[config.mk]
export PLATFORM = sky130hd
export DESIGN_NAME = mem_ctrl
export DESIGN_NICKNAME = d
export VERILOG_FILES = /design/src/rtl/mem_ctrl_pkg.sv /design/src/rtl/mem_align.sv /design/src/rtl/mem_ctrl.sv
export SDC_FILE = /design/constraint.sdc
export NUM_CORES = 1
export LEC_CHECK = 0
export BUFFER_PORTS_ARGS = -buffer_cell sky130_fd_sc_hd__buf_2
export CORE_MARGIN = 2
export CORE_UTILIZATION = 45
export DETAILED_ROUTE_END_ITERATION = 7
export GPL_ROUTABILITY_DRIVEN = 0
export PLACE_DENSITY = 0.72
export SLEW_MARGIN = 10
export SYNTH_ARGS = -nofsm -noshare
export SYNTH_HDL_FRONTEND = slang
export SYNTH_SLANG_ARGS = --single-unit
[constraint.sdc]
create_clock -name clk -period 6.2 [get_ports clk]
set_clock_uncertainty 0.15 [all_clocks]
set_input_delay 0.93 -clock clk [delete_from_list [all_inputs] [get_ports clk]]
set_output_delay 0.93 -clock clk [all_outputs]
set_load 0.03 [all_outputs]
[src/rtl/mem_ctrl_pkg.sv]
// Shared definitions for the load/store unit: op codes, FSM states, default timeout.
package mem_ctrl_pkg;

    localparam int TIMEOUT_DEFAULT = 16;

    localparam logic [3:0] OP_NOP = 4'd0;
    localparam logic [3:0] OP_LB  = 4'd1;
    localparam logic [3:0] OP_LH  = 4'd2;
    localparam logic [3:0] OP_LW  = 4'd3;
    localparam logic [3:0] OP_LBU = 4'd4;
    localparam logic [3:0] OP_LHU = 4'd5;
    localparam logic [3:0] OP_SB  = 4'd6;
    localparam logic [3:0] OP_SH  = 4'd7;
    localparam logic [3:0] OP_SW  = 4'd8;

    typedef enum logic [1:0] {
        ST_IDLE,
        ST_ACCESS,
        ST_DONE,
        ST_ERR
    } state_t;

    function automatic logic op_is_load(input logic [3:0] op);
        return (op == OP_LB) || (op == OP_LH) || (op == OP_LW) ||
               (op == OP_LBU) || (op == OP_LHU);
    endfunction

    function automatic logic op_is_store(input logic [3:0] op);
        return (op == OP_SB) || (op == OP_SH) || (op == OP_SW);
    endfunction

endpackage

[src/rtl/mem_align.sv]
// Little-endian lane handling: byte enables, store replication, load extraction/extension.
module mem_align
    import mem_ctrl_pkg::*;
(
    input  logic [3:0]  op,
    input  logic [1:0]  addr_lo,
    input  logic [31:0] wdata,
    input  logic [31:0] rdata,
    output logic [3:0]  be,
    output logic [31:0] wdata_lane,
    output logic [31:0] rdata_ext,
    output logic        misaligned
);

    logic [31:0] byte_shift;
    logic [7:0]  byte_lane;
    logic [15:0] half_lane;

    assign byte_shift = rdata >> {addr_lo, 3'b000};
    assign byte_lane  = byte_shift[7:0];
    assign half_lane  = addr_lo[1] ? rdata[31:16] : rdata[15:0];

    // Decode access size from the op and format lanes accordingly.
    always_comb begin
        // NOTE: every output gets a default first so no path leaves one unassigned (no latch).
        be         = 4'b0000;
        wdata_lane = wdata;
        rdata_ext  = rdata;
        misaligned = 1'b0;
        case (op)
            OP_LB, OP_LBU, OP_SB: begin
                be         = 4'b0001 << addr_lo;
                wdata_lane = {4{wdata[7:0]}};
                rdata_ext  = (op == OP_LB) ? {{24{byte_lane[7]}}, byte_lane}
                                           : {24'h000000, byte_lane};
            end
            OP_LH, OP_LHU, OP_SH: begin
                misaligned = addr_lo[0];
                be         = addr_lo[1] ? 4'b1100 : 4'b0011;
                wdata_lane = {2{wdata[15:0]}};
                rdata_ext  = (op == OP_LH) ? {{16{half_lane[15]}}, half_lane}
                                           : {16'h0000, half_lane};
            end
            OP_LW, OP_SW: begin
                misaligned = |addr_lo;
                be         = 4'b1111;
            end
            default: ;
        endcase
    end

endmodule

[src/rtl/mem_ctrl.sv]
// MEM stage controller: launches one bus access per memory op, stalls upstream
// until it completes, and returns formatted load data to writeback.
module mem_ctrl
    import mem_ctrl_pkg::*;
#(
    parameter int TIMEOUT = TIMEOUT_DEFAULT
) (
    input  logic        clk,
    input  logic        rst,
    input  logic [3:0]  mem_op_i,
    input  logic [31:0] mem_addr_i,
    input  logic [31:0] mem_wdata_i,
    input  logic        write_reg_en_i,
    input  logic [4:0]  write_reg_addr_i,
    input  logic [31:0] write_reg_data_i,
    output logic        bus_req_o,
    output logic        bus_we_o,
    output logic [31:0] bus_addr_o,
    output logic [3:0]  bus_be_o,
    output logic [31:0] bus_wdata_o,
    input  logic        bus_ack_i,
    input  logic [31:0] bus_rdata_i,
    output logic        stall_o,
    output logic        write_reg_en_o,
    output logic [4:0]  write_reg_addr_o,
    output logic [31:0] write_reg_data_o,
    output logic        mem_err_o
);

    localparam logic [7:0] CNT_LAST = 8'(TIMEOUT - 1);

    state_t      state, state_nxt;
    logic [7:0]  cnt;
    logic [31:0] addr_q, wdata_q, data_q;
    logic [3:0]  op_q, be_q;
    logic [4:0]  rd_q;

    logic [3:0]  align_op;
    logic [1:0]  align_addr;
    logic [3:0]  al_be;
    logic [31:0] al_wdata, al_rdata;
    logic        al_mis;
    logic        op_valid;

    // In IDLE the aligner sees the incoming op; afterwards it sees the held one.
    assign align_op   = (state == ST_IDLE) ? mem_op_i : op_q;
    assign align_addr = (state == ST_IDLE) ? mem_addr_i[1:0] : addr_q[1:0];
    assign op_valid   = op_is_load(mem_op_i) || op_is_store(mem_op_i);

    mem_align u_align (
        .op         (align_op),
        .addr_lo    (align_addr),
        .wdata      (mem_wdata_i),
        .rdata      (bus_rdata_i),
        .be         (al_be),
        .wdata_lane (al_wdata),
        .rdata_ext  (al_rdata),
        .misaligned (al_mis)
    );

    assign bus_addr_o  = {addr_q[31:2], 2'b00};
    assign bus_wdata_o = wdata_q;
    assign bus_be_o    = (state == ST_ACCESS) ? be_q : 4'b0000;
    assign bus_we_o    = (state == ST_ACCESS) && op_is_store(op_q);

    // State register.
    always_ff @(posedge clk or posedge rst) begin
        // NOTE: sequential state uses non-blocking assignments so all registers update together.
        if (rst) state <= ST_IDLE;
        else     state <= state_nxt;
    end

    // Latch the access on launch, count wait cycles, capture load data on ack.
    always_ff @(posedge clk or posedge rst) begin
        // NOTE: datapath registers are reset too, so a reset mid-access leaves no stale data visible.
        if (rst) begin
            cnt     <= '0;
            addr_q  <= '0;
            wdata_q <= '0;
            data_q  <= '0;
            op_q    <= '0;
            be_q    <= '0;
            rd_q    <= '0;
        end else begin
            case (state)
                ST_IDLE: begin
                    cnt <= '0;
                    if (op_valid && !al_mis) begin
                        addr_q  <= mem_addr_i;
                        op_q    <= mem_op_i;
                        wdata_q <= al_wdata;
                        be_q    <= al_be;
                        rd_q    <= write_reg_addr_i;
                    end
                end
                ST_ACCESS: begin
                    if (bus_ack_i) begin
                        if (op_is_load(op_q)) data_q <= al_rdata;
                    end else begin
                        cnt <= cnt + 8'd1;
                    end
                end
                default: ;
            endcase
        end
    end

    // Next state and per-state outputs; everything is quiet while rst is held.
    always_comb begin
        state_nxt        = state;
        stall_o          = 1'b0;
        bus_req_o        = 1'b0;
        mem_err_o        = 1'b0;
        write_reg_en_o   = 1'b0;
        write_reg_addr_o = '0;
        write_reg_data_o = '0;
        if (!rst) begin
            case (state)
                ST_IDLE: begin
                    if (!op_valid) begin
                        write_reg_en_o   = write_reg_en_i;
                        write_reg_addr_o = write_reg_addr_i;
                        write_reg_data_o = write_reg_data_i;
                    end else if (al_mis) begin
                        state_nxt = ST_ERR;
                    end else begin
                        stall_o   = 1'b1;
                        state_nxt = ST_ACCESS;
                    end
                end
                ST_ACCESS: begin
                    bus_req_o = 1'b1;
                    stall_o   = 1'b1;
                    if (bus_ack_i)            state_nxt = ST_DONE;
                    else if (cnt == CNT_LAST) state_nxt = ST_ERR;
                end
                ST_DONE: begin
                    state_nxt = ST_IDLE;
                    if (op_is_load(op_q)) begin
                        write_reg_en_o   = 1'b1;
                        write_reg_addr_o = rd_q;
                        write_reg_data_o = data_q;
                    end
                end
                ST_ERR: begin
                    mem_err_o = 1'b1;
                    state_nxt = ST_IDLE;
                end
                default: state_nxt = ST_IDLE;
            endcase
        end
    end

endmodule

==> run summary, run 1 <==
The standard cell with the maximum stage delay on the critical path is nor2_2. The iteration count of the initial detailed-routing pass came out at 6. The required time of the critical path came out at 5120 ps. At the later pin of the worst-skew pair, clock insertion delay measures 400 ps. After detailed routing, the number of vias per cell comes to 5.48. The chip height came out at 125 um.

Setup repair after global routing left no endpoint under its margin. The DRC marker count from the first detailed-route iteration is 463. The I/O pin count is 251. The number of enable-type register cells in the synthesized netlist is 0. Measured along the x axis, the die boundary spans 125 um. Row generation in the floorplan step produced 44 rows. The nature of the critical path endpoint is an output port. The final routed DRC violation total came out at 0. Across every metal layer, demand over resource in global routing totals 0.228. The fraction of the cycle the final worst path needs came out at 0.733. The yosys synthesis warning count is 0.

The count of buffers added on input and output ports is 248. The post-cts resize count is 0. The peak supply drop came out at 334 uV. The number of fill cells came out at 1298. The number of antenna violations at the first check in global routing came to 0. The wire length of the first global-routing pass came out at 28800 um. The final non-filler cell total is 1036. The worst setup path is launched from a register. Wires add up to 18100 um.

The run finished with clean final reports. Yosys instantiated no cell more often than dfrtp_1. Clock tree synthesis selected as its root buffer the cell clkbuf_16.

The detailed router placed 5678 vias in this run. The number of routed nets with antenna violations came out at 0. Along the worst path, the maximum fanout reaches 29.

The count of pins over their slew limit came to 0. The cell area after synthesis is 0.00664 mm^2. The wire-length estimate of the detail-placed layout is 12900 um. Walking the worst path, the cells encountered are nor2_2 -> mux2i_1 -> o22a_1 -> o221a_4 -> nor2_1 -> nor2_1 -> buf_2. In the final layout, flip-flops and latches occupy 0.00298 mm^2.

In the final layout, the multi-input gates occupy 0.00315 mm^2. The largest buffer count on any clock path came out at 2. The overall overflow remaining after global route is 0. The share of cells above drive strength 1 came out at 0.432. In this design, the largest share of critical-path delay is due to compound AO/OA/AOI/OAI gates. The final-layout setup total negative slack came out at 0 ps. The largest single stage delay on the critical path is 670 ps. The most numerous cell type found on the critical path is nor2_1.

The number of distinct library cell variants in the gate-level netlist after synthesis came out at 58. The cell type with the highest aggregate area in the netlist is dfrtp_1. The worst setup path is of the register to output port kind. The type of the most critical hold path is register to register.

The total instance count after detailed placement is 1004. The share of the yosys chip area belonging to registers is 0.448. Dividing total power by cell area gives a power density of 630 mW/mm^2. For this design, the sink count on the clock tree is 119.

The remaining max-slew budget at the tightest pin came out at 0.272. Based on the critical path, the design can be clocked at up to 220 MHz. The total clock buffers created by CTS came out at 17. TritonCTS built the clock tree.

The max-cap check violation count is 0. The pin slew with the least headroom to its limit came out at 1090 ps. Ranked by instance count, the synthesized netlist is headed by dfrtp_1 (119), nor2_1 (110), a21oi_1 (60), a22oi_1 (51), mux2_4 (47). The clock transition at the register clock pins on the worst setup and hold paths after CTS came out at 60 ps. The synthesized area per cell is 10.4 um^2.

In this run the number of H-tree levels came out at 4. The top-area cell type share of the netlist area is 0.448. The number of global-route vias before repair came to 5501. The hold violation total from the final report came to 0. The signal arrival time at the worst endpoint is 3470 ps.

Hold repair after CTS inserted 0 buffers. The time the final worst path needs with I/O delays and setup came out at 4550 ps. The cell leakage power is 3.96 nW.

The floorplan step defined a core boundary enclosing 0.0145 mm^2. The total of endpoints with negative setup slack in the final report came out at 0. The final layout contains 981 nets. The overall die area is 0.0157 mm^2. The mean routed wirelength per cell came out at 17.5 um. The antenna diode instance count came out at 0. The initial cell density of the core is 0.459.

The layout overhead on the synthesized area is 25.3%. The async set-reset flop share out of synthesis is 1.00. In the post-synthesis netlist, the biggest area contributors are dfrtp_1 (45%), mux2_4 (11%), nor2_1 (6.2%), a22oi_1 (5.8%), a21oi_1 (4.5%).

The count of mapped cells out of synthesis is 641. The number of synthesized register bits came out at 119. The pin count of the biggest net entering global routing came out at 79. The count of buffers added by post-CTS timing repair for setup is 0. The number of buffers and inverters on the critical path came out at 1. The most used flip-flop cell after synthesis is dfrtp_1. The overall power consumption is 0.00524 W.
==> where the power goes <==
part / total, W / internal [W] / leakage (nW) / switching (W)
clock network: 0.00105 / 0.000686 / 0.303 / 0.000362
logic: 0.00276 / 0.00107 / 2.28 / 0.00170
registers: 0.00143 / 0.00116 / 1.38 / 0.000273
==> state kept, by name, indices dropped and copies added (netlist names) <==
| name | count |
|---|---|
| bus_wdata_o | 32 |
| state | 2 |
| rd_q | 5 |
| cnt | 8 |
| op_q | 4 |
| be_q | 4 |
| data_q | 32 |
| addr_q | 32 |
==> path summary, 6_finish.rpt <==
kind | from | to | slack [ps] | cells after the start
worst max-delay path | state[0] | stall_o | 1650 | 7
worst min-delay path | addr_q[20] | addr_q[20] | 350 | 1
worst max register to register | state[0] | bus_wdata_o[1] | 2040 | 6
worst min register to register | addr_q[20] | addr_q[20] | 350 | 1
max in group asynchronous | rst | data_q[31] | 4050 | 3
min in group asynchronous | rst | op_q[3] | 490 | 2
==> final cells by class <==
type	instances	share of cell area
clock inverter	14	0.0241
timing repair buffer	256	0.156
tap	184	0.0277
multi-input combinational	440	0.379
sequential	119	0.358
clock buffer	18	0.0528
inverter	5	0.00256
==> metrics by stage <==
step | setup WS, ps | hold slack, ps | utilization | area, um^2
5_1_grt | 1420 | 366 | 0.575 | 8320
3_5_place_dp | 2090 | 342 | 0.531 | 7680
6_report | 1650 | 351 | 0.575 | 8320
3_3_place_gp | 2170 | 337 | 0.531 | 7680
2_1_floorplan | 956 | 325 | - | 6650
4_1_cts | 1660 | 356 | 0.575 | 8320
==> placed cells by master (no fill, tap or decap), types with 2 or more instances in the layout <==
| master | count |
|---|---|
| a21oi_2 | 6 |
| inv_1 | 4 |
| and3_1 | 4 |
| nand3_1 | 9 |
| buf_2 | 248 |
| a222oi_1 | 8 |
| o31a_1 | 2 |
| bufinv_16 | 4 |
| nor2_1 | 108 |
| clkinvlp_4 | 3 |
| a22oi_1 | 50 |
| a221oi_1 | 8 |
| nor2b_1 | 3 |
| o21ai_0 | 5 |
| mux2i_1 | 20 |
| or4_1 | 2 |
| clkbuf_16 | 17 |
| clkinv_4 | 5 |
| nor2_2 | 8 |
| mux4_2 | 7 |
| mux2_2 | 3 |
| xor2_1 | 4 |
| conb_1 | 2 |
| mux2_4 | 47 |
| buf_4 | 8 |
| nor3_1 | 3 |
| dfrtp_1 | 119 |
| a21oi_1 | 60 |
| nand2_1 | 34 |
| xnor2_1 | 2 |
| a31oi_1 | 5 |
| o211ai_1 | 2 |
| o31ai_1 | 3 |
| and2_1 | 5 |
| a22o_1 | 4 |
| o21ai_1 | 2 |
==> per-layer routing <==
layer  up-vias  wire, um  GRT usage
met5         -         0          0
li1       2681         -          -
met3        22      1640     0.0693
met1      2700      7890      0.306
met2       275      8330      0.355
met4         0       275     0.0725
==> logic make-up after synthesis <==
family | Yosys count | synth area share
multiplexers | 77 | 0.165
other | 1 | 0.000565
AO/OA/AOI/OAI | 169 | 0.177
buffers and inverters | 83 | 0.0803
flip-flops | 119 | 0.448
XOR/XNOR | 6 | 0.00791
AND/OR/NAND/NOR | 185 | 0.119
adder cells (fa/ha/maj) | 1 | 0.00188
Power figures use the tool's default switching activity.
==> inputs of run 2 (changes only) <==
--- a/config.mk
+++ b/config.mk
@@ -10,7 +10,7 @@
 export CORE_UTILIZATION = 45
 export DETAILED_ROUTE_END_ITERATION = 7
 export GPL_ROUTABILITY_DRIVEN = 0
-export PLACE_DENSITY = 0.72
+export PLACE_DENSITY = 0.75
 export SLEW_MARGIN = 10
 export SYNTH_ARGS = -nofsm -noshare
 export SYNTH_HDL_FRONTEND = slang
==> constraint.sdc (replaced) <==
create_clock -name clk -period 3.9 [get_ports clk]
set_clock_uncertainty 0.15 [all_clocks]
set_input_delay 0.585 -clock clk [delete_from_list [all_inputs] [get_ports clk]]
set_output_delay 0.585 -clock clk [all_outputs]
set_load 0.03 [all_outputs]
==> run summary, run 2 (synthesized netlist as in run 1, its figures left out) <==
The number of global-route vias before repair is 5580 (was 5501). The initial cell density of the core came to 0.459 (unchanged). The overall overflow remaining after global route is 0 (unchanged). The depth of the worst register-to-register path came out at 6 (unchanged). The launching instance or port of the critical path is state[0] (unchanged). Result of the run: completed (unchanged). The total power density per cell area is 989 mW/mm^2 (was 630 mW/mm^2). The root buffer cell is clkbuf_16 (unchanged). The type of the most critical hold path was input port to register (was register to register). The number of routed nets with antenna violations came out at 0 (unchanged). The largest buffer count on any clock path came out at 2 (unchanged). The critical path's largest stage delay is 580 ps (was 670 ps). The number of H-tree levels was 4 (unchanged). The most common cell after layout, fill and taps aside is buf_2 (unchanged). The count of nets after finishing came out at 987 (was 981). The remaining max-slew budget at the tightest pin came out at 0.498 (was 0.272).

The post-cts hold buffer count was 0 (unchanged). The standard cell with the maximum stage delay on the critical path is dfrtp_2 (was nor2_2). The hold violation total from the final report is 0 (unchanged). RSZ-0062 raised after global routing: false (unchanged). The capture point of the worst path is stall_o (unchanged). The largest driver fanout on the critical path is 21 (was 29).

The sum of routed wire length over all layers came out at 18300 um (was 18100 um). The peak supply drop is 566 uV (was 334 uV). The core outline area is 0.0145 mm^2 (unchanged).

The final-layout setup total negative slack was 0 ps (unchanged). The required time of the critical path is 3160 ps (was 5120 ps). The instance area after placement was 0.00776 mm^2 (was 0.00768 mm^2). The cell area after layout was 0.00834 mm^2 (was 0.00832 mm^2). The final routed DRC violation total came out at 0 (unchanged). The number of logic stages on the critical path including buffering came out at 7 (unchanged). The total via count in the routed design came out at 5727 (was 5678).

The share of cells above drive strength 1 is 0.439 (was 0.432). The count of pins over their slew limit came to 0 (unchanged). The iteration count of the initial detailed-routing pass came out at 5 (was 6).

The nature of the critical path endpoint is an output port (unchanged). The clock network latency to the later pin of the worst-skew pair came out at 410 ps (was 400 ps). The critical path's top delay family is simple AND/OR/NAND/NOR gates (was compound AO/OA/AOI/OAI gates). The reg-to-reg critical path startpoint was state[0] (unchanged). Worst path cell trace: or2_1 -> mux2i_1 -> o22a_1 -> o221a_4 -> nor2_1 -> nor2_1 -> buf_2 (was nor2_2 -> mux2i_1 -> o22a_1 -> o221a_4 -> nor2_1 -> nor2_1 -> buf_2). The ratio of routed vias to standard cells is 5.49 (was 5.48). The kind of start point of the critical path is a register (unchanged). The pin slew with the least headroom to its limit came out at 754 ps (was 1090 ps). The type of the setup path with the least slack is register to output port (unchanged). The count of buffers added by post-CTS timing repair for setup is 0 (unchanged). The total of endpoints with negative setup slack in the final report is 0 (unchanged). The cell leakage power is 3.97 nW (was 3.96 nW). The minimum setup slack among reg-to-reg paths is 800 ps (was 2040 ps). The total clock buffers created by CTS came to 17 (unchanged). The number of buffers and inverters on the critical path is 1 (unchanged). The max-cap check violation count is 0 (unchanged). The layout overhead on the synthesized area came to 25.5% (was 25.3%).

The number of antenna violations at the first check in global routing is 1 (was 0). The overall die area came out at 0.0157 mm^2 (unchanged). The chip height came out at 125 um (unchanged).

The top achievable clock speed came out at 286 MHz. The signal arrival time at the worst endpoint came to 2760 ps (was 3470 ps). The number of clock sinks came out at 119 (unchanged). The overall die width was 125 um (unchanged). The overall power consumption is 0.00824 W (was 0.00524 W). Leading cell types in the layout, fill and taps excluded: buf_2 (248), dfrtp_1 (117), nor2_1 (108) (was buf_2 (248), dfrtp_1 (119), nor2_1 (108)). The port buffer count is 248 (unchanged). The DRC marker count from the first detailed-route iteration came out at 441 (was 463). The clock transition at the register clock pins on the worst setup and hold paths after CTS came out at 60 ps (about the same).

The pin count of the biggest net entering global routing is 120 (was 79). The I/O pin count was 251 (unchanged). The wire length of the first global-routing pass is 29400 um (was 28800 um). The placement row count is 44 (unchanged).

Of the available clock period, the critical path in the final layout requires 0.897. The capturing point of the worst reg2reg path is rd_q[2] (was bus_wdata_o[1]). The cell with the most instances on the worst path is nor2_1 (unchanged). The time the final worst path needs with I/O delays and setup came out at 3500 ps. The HPWL reported at the end of detailed placement is 12900 um (about the same). The TritonCTS clock tree is done (unchanged). The combined global-route utilization of all metal layers is 0.235 (was 0.228). The mean routed wirelength per cell came out at 17.6 um (was 17.5 um).
-- run 2: cell types whose count changed in the layout (fill, tap and decap cells not counted), moves of 2 or more --
cell	delta
buf_12	+2
buf_4	+4
bufinv_16	-3
dfrtp_1	-2
dfrtp_2	+2
inv_6	+5
-- run 2: report_power, final --
part           switching [W]  internal (W)  total (W)
clock network       0.000615      0.000889    0.00150
logic                0.00270       0.00175    0.00445
registers           0.000438       0.00185    0.00229
total                0.00376       0.00448    0.00824
-- run 2: worst min-delay path by stage --
| stage | from | end | slack (ps) | depth (start not counted) |
|---|---|---|---|---|
| 6_report | mem_addr_i[24] | addr_q[24] | 250 | 2 |
| 5_1_grt | mem_addr_i[24] | addr_q[24] | 230 | 2 |
| 4_1_cts | mem_addr_i[5] | addr_q[5] | 230 | 2 |
| 3_5_place_dp | addr_q[15] | addr_q[15] | 340 | 1 |
| 3_3_place_gp | addr_q[6] | addr_q[6] | 340 | 1 |
| 2_1_floorplan | addr_q[0] | addr_q[0] | 330 | 1 |
-- run 2: final cells by class --
cell class                 count  area (um^2)
fill                        1297         6140
multi-input combinational    440         3160
sequential                   119         2980
timing repair buffer         262         1370
clock buffer                  17          425
tap                          184          230
clock inverter                15          144
inverter                       5         22.5
antenna                        1         2.50
-- run 2: repair_timing --
item,in CTS,in global routing
endpoints found under the setup margin,0,1
gates resized for setup,0,3
hold endpoints to repair,0,0
-- run 2: per-layer routing --
metal | up-vias | track usage | share of wire | wire length, um
met5 | - | 0 | 0 | 0
met4 | 0 | 0.0908 | 0.021 | 383
met3 | 31 | 0.0706 | 0.090 | 1660
met2 | 285 | 0.363 | 0.46 | 8400
met1 | 2707 | 0.311 | 0.43 | 7910
li1 | 2704 | - | - | -
-- run 2: stage by stage --
| stage | hold WS, ps | util | worst slack [ps] | std cells |
|---|---|---|---|---|
| final | 246 | 0.576 | 402 | 1043 |
| after floorplan | 325 | - | 11.4 | 642 |
| after global placement | 344 | 0.536 | 637 | 1010 |
| after detailed placement | 338 | 0.536 | 582 | 1010 |
| after global routing | 227 | 0.576 | 144 | 1043 |
| after CTS | 229 | 0.575 | 115 | 1042 |
-- run 2: worst reg2reg max path: stages, from the launching register on --
cell	delay, ps
dfrtp_2	580
or2_1	430
mux2i_1	360
o22a_1	320
o221a_4	250
buf_12	470
mux2_4	430
==> inputs of run 3 (changes only) <==
--- a/config.mk
+++ b/config.mk
@@ -5,12 +5,13 @@
 export SDC_FILE = /design/constraint.sdc
 export NUM_CORES = 1
 export LEC_CHECK = 0
+export ABC_AREA = 1
 export BUFFER_PORTS_ARGS = -buffer_cell sky130_fd_sc_hd__buf_2
 export CORE_MARGIN = 2
 export CORE_UTILIZATION = 45
 export DETAILED_ROUTE_END_ITERATION = 7
 export GPL_ROUTABILITY_DRIVEN = 0
-export PLACE_DENSITY = 0.75
+export PLACE_DENSITY = 0.74
 export SLEW_MARGIN = 10
 export SYNTH_ARGS = -nofsm -noshare
 export SYNTH_HDL_FRONTEND = slang
==> run summary, run 3 <==
The cell with the most instances after synthesis was nand2_1 (was dfrtp_1). The root buffer cell is clkbuf_16 (unchanged). The count of pins over their slew limit came out at 0 (unchanged). The max-cap check violation count came out at 0 (unchanged). The final routed DRC violation total came out at 0 (unchanged).

The post-cts resize count came out at 0 (unchanged). The async set-reset flop share out of synthesis came out at 1.00 (unchanged). The total via count in the routed design is 7449 (was 5727). The iteration count of the initial detailed-routing pass came out at 5 (unchanged).

The worst hold path cell count came out at 3 (was 2). The portion of total power attributed to combinational logic came to 0.542 (was 0.540). The hold violation total from the final report came out at 0 (unchanged). The peak supply drop came out at 448 uV (was 566 uV). Synth area leaders: dfrtp_1 (42%), nand2_1 (28%), nand3_1 (7.1%), buf_4 (3.7%), a21oi_1 (3.2%) (was dfrtp_1 (45%), mux2_4 (11%), nor2_1 (6.2%), a22oi_1 (5.8%), a21oi_1 (4.5%)). The clock network latency to the later pin of the worst-skew pair was 420 ps (was 410 ps). The share of the yosys chip area belonging to registers came out at 0.417 (was 0.448).

The pin slew with the least headroom to its limit is 1120 ps (was 754 ps). The layout overhead on the synthesized area came out at 24.4% (was 25.5%). The required time of the critical path came to 3160 ps (about the same). The final core utilization came out at 0.566 (was 0.576).

The overall die area came out at 0.0169 mm^2 (was 0.0157 mm^2). The type of the setup path with the least slack was register to output port (unchanged). The overall die width was 130 um (was 125 um). The highest routed metal layer was met5 (was met4).

The total instance count after detailed placement came to 1455 (was 1010). The fraction of the cycle the final worst path needs came out at 0.870 (was 0.897). The met2 routed wirelength came out at 10400 um (was 8400 um). The overall overflow remaining after global route came out at 0 (unchanged). The DRC marker count from the first detailed-route iteration was 567 (was 441). The nature of the critical path endpoint is an output port (unchanged).

The core outline area came out at 0.0157 mm^2 (was 0.0145 mm^2). The worst hold slack came to 210 ps (was 246 ps). The total of endpoints with negative setup slack in the final report came out at 0 (unchanged). The met1 layer wirelength in the final routing is 9110 um (was 7910 um). The switching power summed over all nets was 0.00412 W (was 0.00376 W). The TritonCTS clock tree was done (unchanged). The I/O pin count came to 251 (unchanged).

The design internal power came out at 0.00424 W (was 0.00448 W). The placement row count is 46 (was 44). The clock share of power came out at 0.209 (was 0.182).

The kind of start point of the critical path was a register (unchanged). The signal arrival time at the worst endpoint came to 2660 ps (was 2760 ps). The number of clock sinks came out at 119 (unchanged).

The chip height is 130 um (was 125 um). The combined global-route utilization of all metal layers is 0.252 (was 0.235). The count of mapped cells out of synthesis was 1065 (was 641).

The number of fill cells was 1563 (was 1297). The count of nets after finishing is 1400 (was 987). The length of routed met3 wiring is 1480 um (was 1660 um).

The top achievable clock speed is 295 MHz (was 286 MHz). The mean routed wirelength per cell came out at 14.5 um (was 17.6 um). The remaining max-slew budget at the tightest pin is 0.249 (was 0.498). The sum of routed wire length over all layers is 21600 um (was 18300 um). The final non-filler cell total is 1490 (was 1043). The port buffer count came out at 248 (unchanged). The total clock buffers created by CTS is 17 (unchanged). The pin count of the biggest net entering global routing came out at 120 (unchanged). The most common cell after layout, fill and taps aside is nand2_1 (was buf_2). Synth cell count leaders: nand2_1 (539), dfrtp_1 (119), nand3_1 (101), nor2_1 (58), a21oi_1 (45) (was dfrtp_1 (119), nor2_1 (110), a21oi_1 (60), a22oi_1 (51), mux2_4 (47)).

The share of cells above drive strength 1 is 0.271 (was 0.439). The power share of the sequential group came out at 0.249 (was 0.277). The dominant register cell in the synthesized netlist is dfrtp_1 (unchanged). The post-cts hold buffer count is 0 (unchanged). The cell leakage power came out at 5.07 nW (was 3.97 nW).

The top-area cell type share of the netlist area is 0.417 (was 0.448). The fraction of power spent switching nets is 0.493 (was 0.456). Result of the run: completed (unchanged). The number of H-tree levels came out at 4 (unchanged). The cell type with the highest aggregate area in the netlist is dfrtp_1 (unchanged). The synthesized area per cell is 6.71 um^2 (was 10.4 um^2). The number of distinct library cell variants in the gate-level netlist after synthesis came out at 31 (was 58). The initial cell density of the core is 0.455 (was 0.459).

The final-layout setup total negative slack came out at 0 ps (unchanged). The number of global-route vias before repair came to 6757 (was 5580). Leading cell types in the layout, fill and taps excluded: nand2_1 (539), buf_2 (248), dfrtp_1 (119) (was buf_2 (248), dfrtp_1 (117), nor2_1 (108)). The yosys synthesis warning count came out at 0 (unchanged). The largest buffer count on any clock path is 2 (unchanged). The number of antenna violations at the first check in global routing was 3 (was 1). The depth of the worst register-to-register path is 12 (was 6).

The count of buffers added by post-CTS timing repair for setup came out at 0 (unchanged). The HPWL reported at the end of detailed placement is 15000 um (was 12900 um). The clock transition at the register clock pins on the worst setup and hold paths after CTS came out at 60 ps (about the same).

The largest driver fanout on the critical path is 13 (was 21). The number of routed nets with antenna violations is 0 (unchanged). The number of enable-type register cells in the synthesized netlist came out at 0 (unchanged). The number of synthesized register bits is 119 (unchanged). The ratio of routed vias to standard cells is 5.00 (was 5.49). The wire length of the first global-routing pass is 33400 um (was 29400 um). The total power density per cell area came to 942 mW/mm^2 (was 989 mW/mm^2). The cell area after synthesis is 0.00715 mm^2 (was 0.00664 mm^2). The type of the most critical hold path is input port to register (unchanged). RSZ-0062 raised after global routing: false (unchanged). The time the final worst path needs with I/O delays and setup was 3390 ps (was 3500 ps).
[run 3: worst paths after layout]
check                                from        endpoint  slack (ps)
setup / recovery                 state[0]         stall_o         510
hold / removal             mem_addr_i[31]      addr_q[31]         210
setup reg to reg                 state[0]       data_q[3]         770
hold reg to reg            bus_wdata_o[3]  bus_wdata_o[3]         320
max in group asynchronous             rst  bus_wdata_o[8]        2510
min in group asynchronous             rst         be_q[3]         580
[run 3: logic make-up after synthesis]
kind of cell | synth area share
AOI/OAI and AO/OA | 0.0432
adders and majority gates | 0.00175
buffers and inverters | 0.101
DFF | 0.417
muxes | 0.00140
other | 0.000525
and+or+nand+nor | 0.435
[run 3: metal layers]
layer | vias up | global-route usage
met2 | 297 | 0.424
li1 | 3676 | -
met1 | 3432 | 0.322
met4 | 2 | 0.0936
met5 | - | 0
met3 | 42 | 0.0513
[run 3: per-stage QoR]
| stage | worst slack [ps] | total power [W] | cell area (um^2) |
|---|---|---|---|
| finish | 509 | 0.00837 | 8890 |
| CTS | 504 | 0.00840 | 8880 |
| detailed placement | 867 | 0.00661 | 8230 |
| global route | 269 | 0.00902 | 8880 |
| floorplan | 276 | 0.00576 | 7150 |
| global placement | 987 | 0.00652 | 8230 |
[run 3: area by class of cell]
type / instances / area [um^2] / area share
Tap cell: 216 / 270 / 0.0304
Clock buffer: 17 / 425 / 0.0479
Multi-Input combinational cell: 817 / 3470 / 0.390
Clock inverter: 15 / 226 / 0.0255
Inverter: 42 / 161 / 0.0182
Timing Repair Buffer: 261 / 1350 / 0.152
Sequential cell: 119 / 2980 / 0.335
Antenna cell: 3 / 7.51 / 0.000845
[run 3: power by group through the flow]
| stage | combinational (W) | clock [W] | sequential, W |
|---|---|---|---|
| finish | 0.00453 | 0.00175 | 0.00209 |
| global route | 0.00505 | 0.00182 | 0.00215 |
| CTS | 0.00455 | 0.00176 | 0.00209 |
| detailed placement | 0.00452 | 0 | 0.00209 |
| global placement | 0.00444 | 0 | 0.00208 |
| floorplan | 0.00344 | 0 | 0.00233 |
[run 3: critical path: stages, from the launching register on]
cell and delay [ps]:
dfrtp_1 440, nor2_2 370, buf_4 270, nand2_1 90, nand2_2 110, nor2_1 70
nand2_1 60, nand2_1 170, nand2_2 170, nand4_4 110, a21oi_1 140, buf_2 230
